--- config.mk ---
export PLATFORM = sky130hd
export DESIGN_NAME = sd_spi_card_responder
export DESIGN_NICKNAME = d
export VERILOG_FILES = /design/src/rtl/sd_spi_pkg.sv /design/src/rtl/spi_byte_slave.sv /design/src/rtl/sd_spi_card_responder.sv
export SDC_FILE = /design/constraint.sdc
export NUM_CORES = 1
export LEC_CHECK = 0
export CELL_PAD_IN_SITES_DETAIL_PLACEMENT = 0
export CELL_PAD_IN_SITES_GLOBAL_PLACEMENT = 1
export CORE_AREA = 2 2 126 128
export CTS_CLUSTER_DIAMETER = 80
export DETAILED_ROUTE_END_ITERATION = 7
export DIE_AREA = 0 0 128 130
export GPL_TIMING_DRIVEN = 0
export PLACE_DENSITY = 0.89
export SLEW_MARGIN = 20
export SYNTH_ARGS = -nofsm -noshare
export SYNTH_HDL_FRONTEND = slang
export SYNTH_SLANG_ARGS = --single-unit
--- constraint.sdc ---
create_clock -name MasterCLK -period 2.57 [get_ports MasterCLK]
set_input_delay 0.3855 -clock MasterCLK [delete_from_list [all_inputs] [get_ports MasterCLK]]
set_output_delay 0.3855 -clock MasterCLK [all_outputs]
set_load 0.01 [all_outputs]
--- src/rtl/sd_spi_pkg.sv ---
// Shared constants and state encoding for the SPI-mode SD card responder.
package sd_spi_pkg;

   localparam logic [5:0] CMD0  = 6'd0;
   localparam logic [5:0] CMD17 = 6'd17;
   localparam logic [5:0] CMD41 = 6'd41;
   localparam logic [5:0] CMD55 = 6'd55;

   localparam logic [7:0] R1_IDLE     = 8'h01;
   localparam logic [7:0] R1_ILLEGAL  = 8'h04;
   localparam logic [7:0] R1_CRC_ERR  = 8'h08;
   localparam logic [7:0] START_TOKEN = 8'hFE;
   localparam logic [7:0] CMD0_CRC    = 8'h95;

   typedef enum logic [2:0] {
      HUNT, CMD, NCR_WAIT, R1, NAC_WAIT, TOKEN, DATA, CRC
   } cardState_t;

endpackage

--- src/rtl/spi_byte_slave.sv ---
// Byte-level SPI mode-0 slave: synchronises the host pins into MasterCLK,
// shifts MOSI in on SPI_CLK rise and MISO out on SPI_CLK fall.
module spi_byte_slave (
   input  logic       MasterCLK,
   input  logic       Reset,
   input  logic       SPI_CLK,
   input  logic       SPI_CS,
   input  logic       SPI_MOSI,
   output logic       SPI_MISO,
   input  logic [7:0] txByte,
   input  logic       txLoad,
   output logic [7:0] rxByte,
   output logic       rxValid,
   output logic       csActive
);

   logic [1:0] clkSync;
   logic [1:0] csSync;
   logic [1:0] mosiSync;
   logic       clkPrev;
   logic       spiRise;
   logic       spiFall;
   logic [2:0] bitCnt;
   logic [6:0] rxShift;
   logic [7:0] txShift;

   assign spiRise  = clkSync[1] & ~clkPrev;
   assign spiFall  = ~clkSync[1] & clkPrev;
   assign csActive = ~csSync[1];
   assign SPI_MISO = csActive ? txShift[7] : 1'b1;

   always_ff @(posedge MasterCLK or negedge Reset) begin
      if (!Reset) begin
         clkSync  <= 2'b00;
         csSync   <= 2'b11;
         mosiSync <= 2'b11;
         clkPrev  <= 1'b0;
      end else begin
         clkSync  <= {clkSync[0], SPI_CLK};
         csSync   <= {csSync[0], SPI_CS};
         mosiSync <= {mosiSync[0], SPI_MOSI};
         clkPrev  <= clkSync[1];
      end
   end

   // Each byte boundary preloads 0xFF so the card idles high unless the
   // protocol layer supplies a byte on the following cycle via txLoad.
   // The fall that closes a byte (bitCnt back at 0) must not shift.
   always_ff @(posedge MasterCLK or negedge Reset) begin
      if (!Reset) begin
         bitCnt  <= 3'd0;
         rxShift <= 7'd0;
         rxByte  <= 8'd0;
         rxValid <= 1'b0;
         txShift <= 8'hFF;
      end else begin
         rxValid <= 1'b0;
         if (!csActive) begin
            bitCnt  <= 3'd0;
            txShift <= 8'hFF;
         end else begin
            if (spiRise) begin
               rxShift <= {rxShift[5:0], mosiSync[1]};
               bitCnt  <= bitCnt + 3'd1;
               if (bitCnt == 3'd7) begin
                  rxByte  <= {rxShift, mosiSync[1]};
                  rxValid <= 1'b1;
                  txShift <= 8'hFF;
               end
            end
            if (txLoad) begin
               txShift <= txByte;
            end else if (spiFall && bitCnt != 3'd0) begin
               txShift <= {txShift[6:0], 1'b1};
            end
         end
      end
   end

endmodule

--- src/rtl/sd_spi_card_responder.sv ---
// SPI-mode SD card model: decodes host command frames, answers with R1 and
// serves CMD17 single-block reads from an external byte-read port.
module sd_spi_card_responder
   import sd_spi_pkg::*;
#(
   parameter int NCR        = 1,
   parameter int NAC        = 2,
   parameter int INIT_POLLS = 3
) (
   input  logic        MasterCLK,
   input  logic        Reset,
   input  logic        SPI_CLK,
   input  logic        SPI_CS,
   input  logic        SPI_MOSI,
   output logic        SPI_MISO,
   output logic [31:0] ReadArg,
   output logic [8:0]  ReadIndex,
   output logic        ReadStrobe,
   input  logic [7:0]  ReadData,
   output logic        CardReady,
   output logic [5:0]  LastCmd
);

   localparam logic [7:0] NCR_B   = 8'(NCR);
   localparam logic [7:0] NAC_B   = 8'(NAC);
   localparam logic [7:0] POLLS_B = 8'(INIT_POLLS);

   cardState_t  state, nextState;
   logic [7:0]  rxByte, txByte, r1Reg, frameR1, waitCnt, pollCnt, dataBuf;
   logic        rxValid, txLoad, csActive, frameRead, readOk, idle, app, lastByte;
   logic [5:0]  cmdIndex;
   logic [31:0] argReg;
   logic [2:0]  byteCnt;
   logic [1:0]  strobeDly;

   spi_byte_slave byteSlave (
      .MasterCLK (MasterCLK),
      .Reset     (Reset),
      .SPI_CLK   (SPI_CLK),
      .SPI_CS    (SPI_CS),
      .SPI_MOSI  (SPI_MOSI),
      .SPI_MISO  (SPI_MISO),
      .txByte    (txByte),
      .txLoad    (txLoad),
      .rxByte    (rxByte),
      .rxValid   (rxValid),
      .csActive  (csActive)
   );

   // R1 for the frame whose CRC byte is currently in rxByte.
   always_comb begin
      frameR1   = R1_ILLEGAL | {7'd0, idle};
      frameRead = 1'b0;
      if (cmdIndex == CMD0) begin
         frameR1 = (rxByte == CMD0_CRC) ? R1_IDLE : (R1_CRC_ERR | {7'd0, idle});
      end else if (cmdIndex == CMD55) begin
         frameR1 = {7'd0, idle};
      end else if (cmdIndex == CMD41 && app) begin
         frameR1 = (pollCnt < POLLS_B) ? R1_IDLE : 8'h00;
      end else if (cmdIndex == CMD17) begin
         frameR1   = idle ? (R1_ILLEGAL | R1_IDLE) : 8'h00;
         frameRead = ~idle;
      end
   end

   always_ff @(posedge MasterCLK or negedge Reset) begin
      if (!Reset) state <= HUNT;
      else        state <= nextState;
   end

   // A byte loaded at a boundary is the one clocked out during the next byte.
   always_comb begin
      nextState = state;
      txLoad    = 1'b0;
      txByte    = 8'hFF;
      if (!csActive) begin
         nextState = HUNT;
      end else if (rxValid) begin
         case (state)
            HUNT: if (rxByte[7:6] == 2'b01) nextState = CMD;
            CMD: if (byteCnt == 3'd5) begin
               txLoad = 1'b1;
               if (NCR_B == 8'd0) begin
                  txByte    = frameR1;
                  nextState = R1;
               end else begin
                  nextState = NCR_WAIT;
               end
            end
            NCR_WAIT: if (waitCnt == NCR_B) begin
               txLoad    = 1'b1;
               txByte    = r1Reg;
               nextState = R1;
            end
            R1: begin
               if (!readOk) begin
                  nextState = HUNT;
               end else if (NAC_B == 8'd0) begin
                  txLoad    = 1'b1;
                  txByte    = START_TOKEN;
                  nextState = TOKEN;
               end else begin
                  nextState = NAC_WAIT;
               end
            end
            NAC_WAIT: if (waitCnt == NAC_B) begin
               txLoad    = 1'b1;
               txByte    = START_TOKEN;
               nextState = TOKEN;
            end
            TOKEN: begin
               txLoad    = 1'b1;
               txByte    = dataBuf;
               nextState = DATA;
            end
            DATA: begin
               if (lastByte) begin
                  nextState = CRC;
               end else begin
                  txLoad = 1'b1;
                  txByte = dataBuf;
               end
            end
            CRC: if (waitCnt == 8'd1) nextState = HUNT;
            default: nextState = HUNT;
         endcase
      end
   end

   // Card flags, frame capture and the read-port prefetch, which always runs
   // one byte ahead of the byte being shifted out.
   always_ff @(posedge MasterCLK or negedge Reset) begin
      if (!Reset) begin
         cmdIndex   <= 6'd0;
         argReg     <= 32'd0;
         byteCnt    <= 3'd0;
         waitCnt    <= 8'd0;
         r1Reg      <= 8'hFF;
         readOk     <= 1'b0;
         idle       <= 1'b1;
         app        <= 1'b0;
         pollCnt    <= 8'd0;
         CardReady  <= 1'b0;
         LastCmd    <= 6'd0;
         ReadArg    <= 32'd0;
         ReadIndex  <= 9'd0;
         ReadStrobe <= 1'b0;
         strobeDly  <= 2'b00;
         dataBuf    <= 8'hFF;
         lastByte   <= 1'b0;
      end else begin
         ReadStrobe <= 1'b0;
         strobeDly  <= {strobeDly[0], ReadStrobe};
         if (strobeDly[1]) dataBuf <= ReadData;
         if (!csActive) begin
            ReadIndex <= 9'd0;
         end else if (rxValid) begin
            case (state)
               HUNT: begin
                  cmdIndex <= rxByte[5:0];
                  byteCnt  <= 3'd1;
               end
               CMD: begin
                  byteCnt <= byteCnt + 3'd1;
                  if (byteCnt != 3'd5) begin
                     argReg <= {argReg[23:0], rxByte};
                  end else begin
                     LastCmd <= cmdIndex;
                     r1Reg   <= frameR1;
                     readOk  <= frameRead;
                     waitCnt <= 8'd1;
                     app     <= 1'b0;
                     if (frameRead) ReadArg <= argReg;
                     if (cmdIndex == CMD0 && rxByte == CMD0_CRC) begin
                        idle      <= 1'b1;
                        CardReady <= 1'b0;
                        pollCnt   <= 8'd0;
                     end
                     if (cmdIndex == CMD55) app <= 1'b1;
                     if (cmdIndex == CMD41 && app) begin
                        if (pollCnt < POLLS_B) begin
                           pollCnt <= pollCnt + 8'd1;
                        end else begin
                           idle      <= 1'b0;
                           CardReady <= 1'b1;
                        end
                     end
                  end
               end
               NCR_WAIT, NAC_WAIT, CRC: waitCnt <= waitCnt + 8'd1;
               R1: waitCnt <= 8'd1;
               TOKEN: begin
                  ReadStrobe <= 1'b1;
                  ReadIndex  <= 9'd1;
               end
               DATA: begin
                  if (lastByte) begin
                     ReadIndex <= 9'd0;
                     waitCnt   <= 8'd0;
                  end else if (ReadIndex == 9'd511) begin
                     lastByte <= 1'b1;
                  end else begin
                     ReadStrobe <= 1'b1;
                     ReadIndex  <= ReadIndex + 9'd1;
                  end
               end
               default: ;
            endcase
            if (nextState == TOKEN && state != TOKEN) begin
               ReadStrobe <= 1'b1;
               ReadIndex  <= 9'd0;
               lastByte   <= 1'b0;
            end
         end
      end
   end

endmodule
# --- After elaboration in Yosys (flattened, before gate mapping) ---
# Index checks and enable logic that the tools add are counted.
op_classes:
  add_sub_neg: 5
  n_lt_le_gt_ge: 1
  n_eq_ne: 23
  muxes: 74
  bitwise_logic: 7
  reduce_logical: 27
op_table:
  columns: ["cell", "n"]
  rows:
  - ["8-bit 2-to-1 mux", 14]
  - ["8-bit case mux with 4 select lines", 2]
  - ["3-bit 2-to-1 mux", 15]
  - ["9-bit 2-to-1 mux", 5]
  - ["1-bit 2-to-1 mux", 32]
  - ["3-bit case mux with 8 select lines", 1]
  - ["3-bit equality test (second input constant)", 7]
  - ["9-bit case mux with 2 select lines", 1]
  - ["8-bit by 1-bit adder with 8-bit output (second input constant)", 2]
  - ["4-bit nonzero test", 4]
  - ["3-bit AND reduction", 5]
  - ["6-bit equality test (second input constant)", 2]
  - ["5-bit AND reduction", 2]
  - ["9-bit by 1-bit adder with 9-bit output (second input constant)", 1]
  - ["9-bit equality test (second input constant)", 1]
  - ["8-bit by 1-bit equality test with 1-bit output (second input constant)", 1]
  - ["8-bit by 2-bit equality test with 1-bit output (second input constant)", 1]
  - ["8-bit equality test (second input constant)", 1]
  - ["8-bit by 2-bit less-than comparator with 1-bit output (second input constant)", 1]
  - ["4-bit AND reduction", 2]
  - ["2-bit nonzero test", 4]
  - ["3-bit by 1-bit adder with 3-bit output (second input constant)", 2]
  - ["3-bit by 2-bit equality test with 1-bit output (second input constant)", 2]
  - ["6-bit by 5-bit equality test with 1-bit output (second input constant)", 1]
  - ["17 further kinds", 28]
word_totals:
  register_bits: 165
  inputBits: 13
  output_inout_bits: 50
  wordCells: 164

# --- Depth between registers and ports, before layout ---
logic_depth:
  ltp_word: 10
  ltp_mapped: 11
  depth_no_buf: 10

# --- Hierarchy ---
# From an unflattened synthesis, not the netlist that was laid out.
hier_totals:
  cells_unflattened: 557
  hier_area_um2: 7133.1
by_module_without_submodules:
  columns: ["mod", "n_inst", "cells_per_inst", "area_each_um2", "seq_area_each_um2"]
  rows:
  - ["sd_spi_card_responder", 1, 452, 5645.4, 3194.3]
  - ["spi_byte_slave", 1, 105, 1487.7, 865.8]

# --- Worst setup path after synthesis ---
# OpenSTA, ideal clock, no wires.
synth_timing:
  kind: "register -> register"
  startpoint: "register ReadIndex[0]"
  endpoint: "register ReadIndex[6]"
  setup_ps: 132
  arrival_time_ps: 2097
  required_time_ps: 2438
  path_slack_ps: 341
  stages_incl_launch_ff: 12
  n_path_buf: 1
  synth_period_minus_slack_ps: 2229
  path_cell_list: "dfrtp_1 > ha_1 > and3_1 > nand3_1 > nor2_1 > ha_1 > a21oi_1 > o211a_1 > nor2_1 > and2_1 > buf_6 > o41ai_2"
synth_via:
  elab_chain_cells: 7
  elab_cells_between_ends: 10
  classes_between: "add/sub: 1; eq/ne: 2; mux: 6; reduce/logical: 1"
synth_rtl:
  columns: ["item", "line", "rtl"]
  rows:
  - ["start: declaration", "sd_spi_card_responder.sv:17", "output logic [8:0] ReadIndex,"]
  - ["start signal: assignment", "sd_spi_card_responder.sv:204", "ReadIndex <= ReadIndex + 9'd1;"]
  - ["9-bit by 1-bit adder with 9-bit output", "sd_spi_card_responder.sv:204", null]
  - ["9-bit 2-to-1 mux", "sd_spi_card_responder.sv:200", "end else if (ReadIndex == 9'd511) begin"]
  - ["9-bit 2-to-1 mux", "sd_spi_card_responder.sv:197", "if (lastByte) begin"]
  - ["9-bit case mux with 2 select lines", "sd_spi_card_responder.sv:158", "case (state)"]
  - ["9-bit 2-to-1 mux", "sd_spi_card_responder.sv:209", "if (nextState == TOKEN && state != TOKEN) begin"]
  - ["9-bit 2-to-1 mux", "sd_spi_card_responder.sv:157", "end else if (rxValid) begin"]
  - ["9-bit 2-to-1 mux", "sd_spi_card_responder.sv:155", "if (!csActive) begin"]
# Parallel ways exist; a longest one is shown, timed or not. The select of a mux whose other input is x is not followed.
# A chain may end at the register's enable or synchronous reset.

# --- Final worst setup path ---
layout_timing:
  startpoint: "register waitCnt[1]"
  endpoint: "register ReadIndex[6]"
layout_via:
  elab_chain_cells: 10
  elab_cells_between_ends: 16
  classes_between: "eq/ne: 4; mux: 9; reduce/logical: 3"
layout_rtl:
  columns: ["item", "line", "rtl"]
  rows:
  - ["start: declaration", "sd_spi_card_responder.sv:29", "logic [7:0] rxByte, txByte, r1Reg, frameR1, waitCnt, pollCnt, dataBuf;"]
  - ["start signal: assignment", "sd_spi_card_responder.sv:190", "NCR_WAIT, NAC_WAIT, CRC: waitCnt <= waitCnt + 8'd1;"]
  - ["8-bit by 1-bit equality test with 1-bit output or 8-bit by 2-bit equality test with 1-bit output (tied branches)", "sd_spi_card_responder.sv:90, sd_spi_card_responder.sv:124, sd_spi_card_responder.sv:106", null]
  - ["3-bit 2-to-1 mux (on tied branches)", "sd_spi_card_responder.sv:124, sd_spi_card_responder.sv:90, sd_spi_card_responder.sv:106", null]
  - ["3-bit case mux with 8 select lines *", "sd_spi_card_responder.sv:79", "case (state)"]
  - ["3-bit 2-to-1 mux *", "sd_spi_card_responder.sv:78", "end else if (rxValid) begin"]
  - ["3-bit 2-to-1 mux *", "sd_spi_card_responder.sv:76", "if (!csActive) begin"]
  - ["via nextState[1]", "sd_spi_card_responder.sv:28", "cardState_t state, nextState;"]
  - ["3-bit equality test *", "sd_spi_card_responder.sv:209", null]
  - ["1-bit logical AND *", "sd_spi_card_responder.sv:209", null]
  - ["9-bit 2-to-1 mux", "sd_spi_card_responder.sv:209", null]
  - ["9-bit 2-to-1 mux", "sd_spi_card_responder.sv:157", null]
  - ["9-bit 2-to-1 mux", "sd_spi_card_responder.sv:155", null]
# The timed path passes the listed nets; every way through them passes the cells marked *. The select of a mux whose other input is x is not followed.

==> results.sh <==
export IMPL_min_to="byteSlave.clkSync[1]$_DFF_PN0_"
export IMPL_wl_per_cell_um=15.9
export IMPL_dp_slack_ps=-74.5
export IMPL_ys_types=60
export IMPL_grt_max_degree=92
export IMPL_timing_rr_start="waitCnt[1]$_DFFE_PN0P_"
export IMPL_clock_sinks=161
export IMPL_cp_max_fo=10
export IMPL_cpPeakStageDelay_ps=480
export IMPL_crit_required_ps=2880
export IMPL_cts_buffer_depth=2
export IMPL_drc=0
export IMPL_synth_ff_type="dfrtp_1"
export IMPL_tightest_slew_ps=709
export IMPL_gp_congestion=0.830
export IMPL_post_synth_cell_area_avg_um2=11.2
export IMPL_drt_iter0_markers=236
export IMPL_layout_drive_gt1_share=0.214
export IMPL_status="finished clean"
export IMPL_min_delay_start="byteSlave.clkSync[0]$_DFF_PN0_"
export IMPL_viasPerCell=5.39
export IMPL_io_buffers=62
export IMPL_place_hpwl_um=10200
export IMPL_slew_headroom=0.524
export IMPL_die_w_um=128
export IMPL_maxSlewViolCount=0
export IMPL_max_freq_mhz=400
export IMPL_synth_area_um2=6960
export IMPL_holdPathStages=0
export IMPL_ios=63
export IMPL_critPathLaunch="waitCnt[1]$_DFFE_PN0P_"
export IMPL_yosysSeqAreaShare=0.584
export IMPL_fin_nets=727
export IMPL_vias=4896
export IMPL_insertion_delay_ps=430
export IMPL_slowest_stage="or3b_2"
export IMPL_hold_viol=0
export IMPL_wirelength_um=14400
export IMPL_die_area_um2=16600
export IMPL_rows=46
export IMPL_fin_crit_sh=0.973
export IMPL_overflow=0
export IMPL_setup_tns_ps=0
export IMPL_fill_cells=1313
export IMPL_die_h_um=130
export IMPL_clk_pin_slew_ps=60
export IMPL_period_minus_slack_ps=2500
export IMPL_coreArea_um2=15400
export IMPL_rr_worst_depth=9
export IMPL_initial_core_util=0.451
export IMPL_crit_top_cell="a41oi_2"
export IMPL_first_pass_iters=5
export IMPL_postSynthCellCount=620
export IMPL_p_leak_nw=4.00
export IMPL_grtUsageTotal=0.187
export IMPL_final_common_cell="dfrtp_1"
export IMPL_ir_drop_v=0.000471
export IMPL_ctsRootBufferMaster="clkbuf_16"
export IMPL_setup_worst_path_end_class="flop"
export IMPL_drtAntennaViolNets=0
export IMPL_reg2reg_to="ReadIndex[6]$_DFFE_PN0P_"
export IMPL_areaGrowthSynthToFinish_pct=22.5
export IMPL_async_reset_ff_frac=1.00
export IMPL_synth_seq_cells=161
export IMPL_syn_num_nets=644
export IMPL_cts_buffers=17
export IMPL_h_tree_depth=4
export IMPL_antenna_found_initial=0
export IMPL_netlist_area_leader_share=0.489
export IMPL_hold_class="reg2reg"
export IMPL_crit_chain="inv_1, ha_1, or3b_2, o21ai_2, a41oi_2, a211o_1, buf_2, a41oi_2, o41ai_2"
export IMPL_clock_skew_ps=7.22
export IMPL_final_cell_mix="dfrtp_1, nand2_1, mux2_2, clkdlybuf4s50_1, nor2_1"
export IMPL_grt_pass1_vias=5009
export IMPL_startpoint_type="flop"
export IMPL_n_antenna_cell=0
export IMPL_cts_tree="yes"
export IMPL_yosysTopAreaCell="dfrtp_1"
export IMPL_yosys_warnings=0
export IMPL_power_density_nw_per_um2=642
export IMPL_crit_arrival_ps=2810
export IMPL_synthTopCellsByArea="dfrtp_1, mux2_2, dfstp_2"
export IMPL_grt_pass1_wl_um=24500
export IMPL_setup_slack_ps=69.9
export IMPL_setup_viol=0
export IMPL_fin_util=0.552
export IMPL_rsz0062_at_grt="yes"
export IMPL_drv_cap=0
export IMPL_rrSetupSlack_ps=70
export IMPL_worst_setup_path_type="reg2reg"
export IMPL_synth_edf_count=0
==> stage by stage <==
stage	instances	instance area (µm²)	hold WS [ps]	power, mW
after floorplan	620	6960	89.9	2.73
after global placement	874	7820	337	2.81
after detailed placement	875	7850	341	2.82
after CTS	908	8500	344	5.53
after global routing	908	8520	344	5.67
final	908	8520	352	5.47
==> area by class of cell <==
class / instances / area, µm² / area share
Clock inverter: 12 / 180 / 0.0212
Timing Repair Buffer: 64 / 663 / 0.0778
Sequential cell: 161 / 4060 / 0.477
Multi-Input combinational cell: 414 / 2730 / 0.320
Buffer: 29 / 130 / 0.0153
Clock buffer: 20 / 457 / 0.0536
Inverter: 16 / 60.1 / 0.00705
Tap cell: 192 / 240 / 0.0282
==> critical path, delay by kind of cell, from the launching register on <==
kind,cells,cell delay [ps]
AO/OA/AOI/OAI,5,990
AND/OR/NAND/NOR,1,480
adder cells (fa/ha/maj),1,180
buffers and inverters,2,300
flip-flops,1,430
==> synthesized netlist by cell type, drive strengths merged (10+ instances only) <==
cell,count
inv,16
a21oi,10
dfstp,25
ha,11
o21ai,25
nor2,29
nor2b,12
mux2,70
dfrtp,136
nand2,127
nand3,20
clkbuf,20
==> cell families after synthesis <==
kind of cell,count (synthesis),synth area share
compound gates,85,0.0856
xor+xnor,1,0.00126
fa+ha+maj,11,0.0198
buf+inv,45,0.0266
flops,161,0.584
mux,75,0.121
simple gates,242,0.162
==> worst max path at each step <==
stage | endpoint | slack (ps) | depth (start not counted)
2_1_floorplan | ReadIndex[6]$_DFFE_PN0P_ | 340 | 11
3_3_place_gp | byteSlave.clkSync[0]$_DFF_PN0_ | -5100 | 1
3_5_place_dp | ReadArg[28]$_DFFE_PN0P_ | -70 | 8
4_1_cts | ReadIndex[7]$_DFFE_PN0P_ | 30 | 11
5_1_grt | ReadIndex[7]$_DFFE_PN0P_ | -30 | 9
6_report | ReadIndex[6]$_DFFE_PN0P_ | 70 | 9
==> flip-flops by register name (all words and copies together) (netlist names), 6 cells and up <==
| name | cells |
|---|---|
| ReadArg | 32 |
| argReg | 32 |
| ReadIndex | 9 |
| byteSlave.rxByte | 8 |
| byteSlave.txShift | 8 |
| dataBuf | 8 |
| pollCnt | 8 |
| waitCnt | 8 |
| byteSlave.rxShift | 7 |
| LastCmd | 6 |
| cmdIndex | 6 |
==> repair_timing <==
| action | CTS | global route |
|---|---|---|
| resized for setup | 2 | 9 |
| hold buffers | 1 | 0 |
| endpoints found under the hold margin | 61 | 0 |
| setup buffers | 0 | 0 |
| endpoints found under the setup margin | 21 | 37 |
==> layer usage <==
metal,up-vias,GRT usage,share of wire
li1,2330,-,-
met4,0,0.0659,0.014
met3,17,0.0472,0.034
met1,2456,0.231,0.44
met2,93,0.321,0.51
met5,-,0,0
==> report_power, final <==
group / switching, mW / total [mW] / internal (mW) / leakage [nW]
combinational: 0.0825 / 0.151 / 0.0688 / 1.55
sequential: 0.0351 / 2.63 / 2.59 / 2.14
clock: 1.01 / 2.69 / 1.68 / 0.307
No activity file was read; power rests on OpenSTA's default activity.
